File: config.mk
export PLATFORM = sky130hd
export DESIGN_NAME = uart_cmd_assembler_flat
export DESIGN_NICKNAME = d
export VERILOG_FILES = /design/src/rtl/uart_cmd_assembler_pkg.sv /design/src/rtl/uart_cmd_assembler_if.sv /design/src/rtl/uart_cmd_assembler_gap_timer.sv /design/src/rtl/uart_cmd_assembler.sv /design/src/flat_wrapper.sv
export SDC_FILE = /design/constraint.sdc
export NUM_CORES = 1
export LEC_CHECK = 0
export CAP_MARGIN = 10
export CORE_ASPECT_RATIO = 1.5
export CORE_MARGIN = 2
export CORE_UTILIZATION = 50
export DETAILED_ROUTE_END_ITERATION = 10
export PLACE_DENSITY_LB_ADDON = 0.3
export SYNTH_ARGS = -nofsm -noshare
export SYNTH_HDL_FRONTEND = slang
export SYNTH_HIERARCHICAL = 1
export SYNTH_SLANG_ARGS = --single-unit
File: constraint.sdc
create_clock -name clk -period 2.5 [get_ports clk]
set_clock_uncertainty 0.1 [all_clocks]
set_input_delay 0.625 -clock clk [delete_from_list [all_inputs] [get_ports clk]]
set_output_delay 0.625 -clock clk [all_outputs]
set_load 0.01 [all_outputs]
File: src/rtl/uart_cmd_assembler_pkg.sv
`default_nettype none
// ============================================================================
// Module      : uart_cmd_pkg
// Description : Shared types and constants for the UART command assembler.
//               Holds the FSM state encoding, the command width, the default
//               gap-timer configuration and the checksum helper.
//               Optional checksum protocol is selected by CMD_CHKSUM_EN.
// Revision    : 1.0 - initial release
// ============================================================================
package uart_cmd_pkg;

    typedef enum logic [1:0] {
        WAIT_HI  = 2'd0,
        WAIT_LO  = 2'd1,
        WAIT_CHK = 2'd2
    } state_t;

    localparam int CMD_W          = 16;
    localparam int DEF_TO_CYCLES  = 130000;
    localparam int DEF_TO_W       = 18;

    // Check byte expected after {hi, lo}: inverted XOR, so an all-zero
    // frame never carries an all-zero check byte.
    function automatic logic [7:0] chk8(input logic [7:0] hi, input logic [7:0] lo);
        return ~(hi ^ lo);
    endfunction

endpackage
`default_nettype wire

File: src/rtl/uart_cmd_assembler_if.sv
`default_nettype none
// ============================================================================
// Module      : uart_cmd_assembler_if
// Description : Handshake bundle between the UART receiver / command consumer
//               and the command assembler.
//               rx_rdy, rx_data     : receiver byte-ready level and byte
//               clr_rx_rdy          : one-cycle acknowledge back to receiver
//               cmd, cmd_rdy        : assembled command and valid level
//               clr_cmd_rdy         : consumer acknowledge
//               ovr, timeout, chk_err : status (sticky / pulse / pulse)
//               Modport slave is the assembler; master is its environment.
// Revision    : 1.0 - initial release
// ============================================================================
interface uart_cmd_assembler_if;
    import uart_cmd_pkg::*;

    logic             rx_rdy;
    logic [7:0]       rx_data;
    logic             clr_rx_rdy;
    logic [CMD_W-1:0] cmd;
    logic             cmd_rdy;
    logic             clr_cmd_rdy;
    logic             ovr;
    logic             timeout;
    logic             chk_err;

    modport master (
        output rx_rdy, rx_data, clr_cmd_rdy,
        input  clr_rx_rdy, cmd, cmd_rdy, ovr, timeout, chk_err
    );

    modport slave (
        input  rx_rdy, rx_data, clr_cmd_rdy,
        output clr_rx_rdy, cmd, cmd_rdy, ovr, timeout, chk_err
    );

endinterface
`default_nettype wire

File: src/rtl/uart_cmd_assembler_gap_timer.sv
`default_nettype none
// ============================================================================
// Module      : uart_gap_timer
// Description : Loadable down-counter measuring the gap between bytes.
//               clk, rst_n : clock, synchronous active-low reset
//               load       : reload count with TO_CYCLES (has priority)
//               en         : count down while high; count clears while low
//               expired    : high when count==1 and en=1
// Revision    : 1.0 - initial release
// ============================================================================
module uart_gap_timer #(
    parameter int TO_CYCLES = 130000,
    parameter int TO_W      = 18
) (
    input  wire logic clk,
    input  wire logic rst_n,
    input  wire logic load,
    input  wire logic en,
    output logic      expired
);

    localparam logic [TO_W-1:0] C_LOAD = TO_W'(TO_CYCLES);
    localparam logic [TO_W-1:0] C_ONE  = TO_W'(1);

    logic [TO_W-1:0] r_count;

    // Clearing whenever disabled keeps the count at zero outside the
    // byte-wait states, so it never wraps and never carries stale time.
    always_ff @(posedge clk) begin
        if (!rst_n) begin
            r_count <= '0;
        end else if (load) begin
            r_count <= C_LOAD;
        end else if (en) begin
            if (r_count != '0) begin
                r_count <= r_count - C_ONE;
            end
        end else begin
            r_count <= '0;
        end
    end

    assign expired = en && (r_count == C_ONE);

endmodule
`default_nettype wire

File: src/rtl/uart_cmd_assembler.sv
`default_nettype none
// ============================================================================
// Module      : uart_cmd_assembler
// Description : Collects a 2-byte command (high byte first) from the UART
//               receiver into a 16-bit word, acknowledging each byte, with an
//               inter-byte gap timeout that resynchronises framing.
//               clk, rst_n : clock, synchronous active-low reset
//               bus        : uart_cmd_assembler_if.slave handshake bundle
//               Optional macro CMD_CHKSUM_EN adds a third check byte that
//               must equal ~(hi ^ lo).
// Revision    : 1.0 - initial release
// ============================================================================
module uart_cmd_assembler
    import uart_cmd_pkg::*;
#(
    parameter int TO_CYCLES = DEF_TO_CYCLES,
    parameter int TO_W      = DEF_TO_W
) (
    input  wire logic             clk,
    input  wire logic             rst_n,
    uart_cmd_assembler_if.slave   bus
);

    state_t           r_state;
    logic [7:0]       r_hi;
`ifdef CMD_CHKSUM_EN
    logic [7:0]       r_lo;
`endif
    logic [CMD_W-1:0] r_cmd;
    logic             r_cmd_rdy;
    logic             r_ovr;
    logic             r_timeout;
    logic             r_chk_err;

    logic             w_accept;
    logic             w_load;
    logic             w_en;
    logic             w_expired;
    logic             w_complete;
    logic [CMD_W-1:0] w_cmd_next;

    // Every state is a byte-wait state, so any ready byte is taken at once.
    // The FSM leaves the state on that edge, so each byte is taken once.
    assign w_accept = rst_n && bus.rx_rdy;

    // Reload only when another byte of the same command is still expected.
`ifdef CMD_CHKSUM_EN
    assign w_load = w_accept && (r_state != WAIT_CHK);
`else
    assign w_load = w_accept && (r_state == WAIT_HI);
`endif

    // Disabling on an accepted byte lets the final byte clear the count.
    assign w_en = (r_state != WAIT_HI) && !bus.rx_rdy;

`ifdef CMD_CHKSUM_EN
    assign w_complete = w_accept && (r_state == WAIT_CHK) &&
                        (bus.rx_data == chk8(r_hi, r_lo));
    assign w_cmd_next = {r_hi, r_lo};
`else
    assign w_complete = w_accept && (r_state == WAIT_LO);
    assign w_cmd_next = {r_hi, bus.rx_data};
`endif

    uart_gap_timer #(
        .TO_CYCLES (TO_CYCLES),
        .TO_W      (TO_W)
    ) u_gap_timer (
        .clk     (clk),
        .rst_n   (rst_n),
        .load    (w_load),
        .en      (w_en),
        .expired (w_expired)
    );

    always_ff @(posedge clk) begin
        if (!rst_n) begin
            r_state   <= WAIT_HI;
            r_hi      <= '0;
`ifdef CMD_CHKSUM_EN
            r_lo      <= '0;
`endif
            r_cmd     <= '0;
            r_cmd_rdy <= 1'b0;
            r_ovr     <= 1'b0;
            r_timeout <= 1'b0;
            r_chk_err <= 1'b0;
        end else begin
            r_timeout <= 1'b0;
            r_chk_err <= 1'b0;

            case (r_state)
                WAIT_HI: begin
                    if (w_accept) begin
                        r_hi    <= bus.rx_data;
                        r_state <= WAIT_LO;
                    end
                end
                WAIT_LO: begin
                    if (w_accept) begin
`ifdef CMD_CHKSUM_EN
                        r_lo    <= bus.rx_data;
                        r_state <= WAIT_CHK;
`else
                        r_state <= WAIT_HI;
`endif
                    end else if (w_expired) begin
                        r_timeout <= 1'b1;
                        r_hi      <= '0;
                        r_state   <= WAIT_HI;
                    end
                end
`ifdef CMD_CHKSUM_EN
                WAIT_CHK: begin
                    if (w_accept) begin
                        if (!w_complete) begin
                            r_chk_err <= 1'b1;
                        end
                        r_state <= WAIT_HI;
                    end else if (w_expired) begin
                        r_timeout <= 1'b1;
                        r_hi      <= '0;
                        r_state   <= WAIT_HI;
                    end
                end
`endif
                default: begin
                    r_state <= WAIT_HI;
                end
            endcase

            // A completing command beats a same-cycle consumer clear; ovr
            // only latches when an unread command is actually overwritten.
            if (w_complete) begin
                r_cmd     <= w_cmd_next;
                r_cmd_rdy <= 1'b1;
                if (r_cmd_rdy && !bus.clr_cmd_rdy) begin
                    r_ovr <= 1'b1;
                end
            end else if (bus.clr_cmd_rdy) begin
                r_cmd_rdy <= 1'b0;
                r_ovr     <= 1'b0;
            end
        end
    end

    assign bus.clr_rx_rdy = w_accept;
    assign bus.cmd        = r_cmd;
    assign bus.cmd_rdy    = r_cmd_rdy;
    assign bus.ovr        = r_ovr;
    assign bus.timeout    = r_timeout;
    assign bus.chk_err    = r_chk_err;

endmodule
`default_nettype wire

File: src/flat_wrapper.sv
// flat-port wrapper written by rule: the top's interface ports become plain ports
module uart_cmd_assembler_flat import uart_cmd_pkg::*;
#(
    parameter int TO_CYCLES = DEF_TO_CYCLES,
    parameter int TO_W      = DEF_TO_W
)
  (clk, rst_n, bus_rx_rdy, bus_rx_data, bus_clr_cmd_rdy, bus_clr_rx_rdy, bus_cmd, bus_cmd_rdy, bus_ovr, bus_timeout, bus_chk_err);
  uart_cmd_assembler_if bus_i ();
  input  wire logic clk;
  input  wire logic rst_n;
  input wire logic [$bits(bus_i.rx_rdy)-1:0] bus_rx_rdy;
  input wire logic [$bits(bus_i.rx_data)-1:0] bus_rx_data;
  input wire logic [$bits(bus_i.clr_cmd_rdy)-1:0] bus_clr_cmd_rdy;
  output wire logic [$bits(bus_i.clr_rx_rdy)-1:0] bus_clr_rx_rdy;
  output wire logic [$bits(bus_i.cmd)-1:0] bus_cmd;
  output wire logic [$bits(bus_i.cmd_rdy)-1:0] bus_cmd_rdy;
  output wire logic [$bits(bus_i.ovr)-1:0] bus_ovr;
  output wire logic [$bits(bus_i.timeout)-1:0] bus_timeout;
  output wire logic [$bits(bus_i.chk_err)-1:0] bus_chk_err;
  assign bus_i.rx_rdy = bus_rx_rdy;
  assign bus_i.rx_data = bus_rx_data;
  assign bus_i.clr_cmd_rdy = bus_clr_cmd_rdy;
  assign bus_clr_rx_rdy = bus_i.clr_rx_rdy;
  assign bus_cmd = bus_i.cmd;
  assign bus_cmd_rdy = bus_i.cmd_rdy;
  assign bus_ovr = bus_i.ovr;
  assign bus_timeout = bus_i.timeout;
  assign bus_chk_err = bus_i.chk_err;
  uart_cmd_assembler #(.TO_CYCLES(TO_CYCLES), .TO_W(TO_W)) u_core (.clk(clk), .rst_n(rst_n), .bus(bus_i));
endmodule
==> qor.txt <==
most common cell after layout, fill and taps aside - nand2_1
Worst EP required - 2.57 ns
antenna viol nets, final - 0
Worst-path clk slew - 0.08 ns
Final Non-Filler Cells - 305
global-route wire length before repair - 6790 microns
crit path kind - reg2reg
Initial Util - 51.8%
Post-Syn Area - 2050 sq um
Die X-Extent - 56.3 microns
top post-synthesis cells by area - dfxtp_1, nand2_1, xnor2_1
RSZ-0062 raised after global routing - false
Reg area - 921 sq um
root buf cell - clkbuf_8
switching pwr - 422 uW
Num CTS Buffers - 5
vias in the first global route - 1,576
Fillers - 370
worst rel slew slack - 60.3%
pwr/cell area - 618 nW/um^2
final period utilization - 92.8%
FF-to-FF setup slack - 0.18 ns
worst hold-check path type - reg2reg
CTS tree - done
initial antenna violation count - 0
share of cells above drive strength 1 - 10.0%
total gr overflow - 0
crit path time final - 2.32 ns
Multi-input gate area - 1050 sq um
worst-path fanout max - 8
Adder-Cell Fraction of Synth Area - 1.83%
nets@finish - 274
xor-xnor portion of the synthesized cell area - 5.98%
Compound-Gate Fraction of Synth Area - 18.4%
Top FF cell, synth - dfxtp_1
most frequent cells in the layout - nand2_1, dfxtp_1, clkdlybuf4s50_1
drt total wl - 3920 microns
Max Slew Vio Count - 0
WP data arrival - 2.39 ns
Core Util, Final - 62.9%
EDFF count, synth - 0
DR DRC count - 0
Hold Crit Depth - 2
CP max stage cell - or4_1
Antenna Cells - 0
syn_nets - 240
Worst Tran Pin Value - 0.594 ns
largest family of logic cells by synthesized area - simple AND/OR/NAND/NOR gates
HPWL Detailed - 2820 microns
via count - 1,626
CP Cell Sequence - or4_1 > nor4_4 > and4_1 > nand2b_1 > nand2_1 > a21oi_1
routability cong. - 0.771
Final Hold Fails - 0
synth warn - 6
critical path launch point type - flop
Ports - 33
CTS Sinks - 46
Vias/cell - 5.33
LEAKAGE - 0.000953 uW
Die Ht - 82.5 microns
placed insts - 297
sw frac - 27.4%
Worst setup EP type - flop
largest net degree at the start of global routing - 35
Die Area - 4640 sq um
max incr delay on CP - 0.63 ns
area added between synthesis and finish - 21.3%
Core ar. - 3960 sq um
FMAX - 431 MHz
internal power - 1120 uW
final setup violation count - 0
async set or reset register ratio after synthesis - 0%
post-synthesis mux area share - 0%
status - complete, no violations
aggregate global-route resource usage - 18.5%
DR iter-0 viols - 41
power share of the clock group - 28.4%
port buffer count - 31
sequential fraction of design power - 51.9%
area leader, netlist - dfxtp_1
Worst IR Drop VDD - 0.466 mV
Yosys cell types - 45
MaxCap Viol Count - 0
Clock Tree Buf Depth - 2
R2R depth - 6
Post-Synth Simple-Gate Area - 24.9%
drt pass-1 iters - 4
Gate Count Post-Synth - 225
mean area per synthesized cell - 9.12 sq um
RR Startpoint - u_core/u_gap_timer/r_count[12]
#FFs+latches synth - 46
Hold EP - u_core/bus.cmd[6]
Synth top area share - 44.9%
sequential fraction of the synthesis area - 44.9%
FP Rows - 28
WL/cell - 12.8 microns
Combinational Power Share - 19.7%
worst reg2reg path endpoint - u_core/r_hi[3]
CTS H-Tree Depth - 2
hold path start - u_core/bus.cmd[6]
clk_lat worst skew - 0.29 ns
-- Yosys cell counts, types with 3 or more instances --
library cell and n:
xor2_1 6, nor2_1 8, a21boi_1 9, a21oi_1 9, inv_1 3, nor3_1 4
nor2b_1 3, or4_1 3, o221ai_1 7, o21ai_0 7, nand2_1 47, buf_2 3
xnor2_1 8, and2_1 3, buf_4 4, nand3b_1 3, a21boi_0 9, clkbuf_1 3
nand2b_1 4, dfxtp_1 46, ha_1 3
-- area by class of cell --
cell class                      count  area share [%]
Multi-Input combinational cell    165            42.3
Tap cell                           45            2.26
Timing Repair Buffer               38            14.5
Inverter                            3           0.452
Sequential cell                    46            37.0
Clock buffer                        6            2.92
Clock inverter                      2           0.553
-- timing repair --
item                                   CTS  global route
hold buffers                             0             0
setup endpoints to repair                1             0
endpoints found under the hold margin    0             0
resized for setup                        1             0
buffers inserted                         0             0
-- critical path: cells and delay by family, from the launching register on --
kind / cells / cell delay, ns
AOI/OAI and AO/OA: 1 / 0.07
DFF: 1 / 0.35
and+or+nand+nor: 5 / 1.67
-- worst max-delay path by stage --
stage                                   start                              to  depth (start not counted)
4_1_cts        u_core/u_gap_timer/r_count[12]                  u_core/r_hi[3]                          6
6_report       u_core/u_gap_timer/r_count[12]                  u_core/r_hi[3]                          6
3_5_place_dp                       bus_rx_rdy                  bus_clr_rx_rdy                          3
3_3_place_gp                       bus_rx_rdy                  bus_clr_rx_rdy                          3
5_1_grt        u_core/u_gap_timer/r_count[12]                  u_core/r_hi[6]                          6
2_1_floorplan   u_core/u_gap_timer/r_count[0]  u_core/u_gap_timer/r_count[10]                          8
-- layer usage --
layer	GRT usage [%]	vias up	wire, microns
met1	20.6	745	1760
met4	8.57	0	61
met2	34.2	29	1970
met5	0	-	0
li1	-	846	-
met3	3.12	6	129
-- logic make-up after synthesis --
logic type      Yosys count
compound gates           54
xor+xnor                 14
fa+ha+maj                 3
buf+inv                  14
flops                    46
other cells               1
simple gates             93
-- metrics by stage --
stage	power, uW	hold slack [ns]	area [sq um]	setup slack [ns]	TNS, ns
finish	1540	0.353	2490	0.180	0
global route	1620	0.370	2490	0.0172	0
CTS	1560	0.358	2490	0.185	0
detailed placement	1120	0.346	2400	-0.0379	-0.0379
global placement	1120	0.340	2400	-0.0346	-0.0346
floorplan	1040	0.331	2050	0.339	0
-- sequential cells by signal, summed over array words and instances, names as in the netlist --
name,flops
u_core/bus.cmd,16
u_core/bus.cmd_rdy,1
u_core/bus.timeout,1
u_core/bus.ovr,1
u_core/r_state,1
u_core/u_gap_timer/r_count,18
u_core/r_hi,8
-- power groups by stage --
stage	Combinational, uW	Sequential [uW]	Clock (uW)
after detailed placement	304	815	0
after floorplan	226	811	0
after global placement	302	815	0
after CTS	306	799	454
final	303	799	437
after global routing	338	804	473
Power figures use the tool's default switching activity.
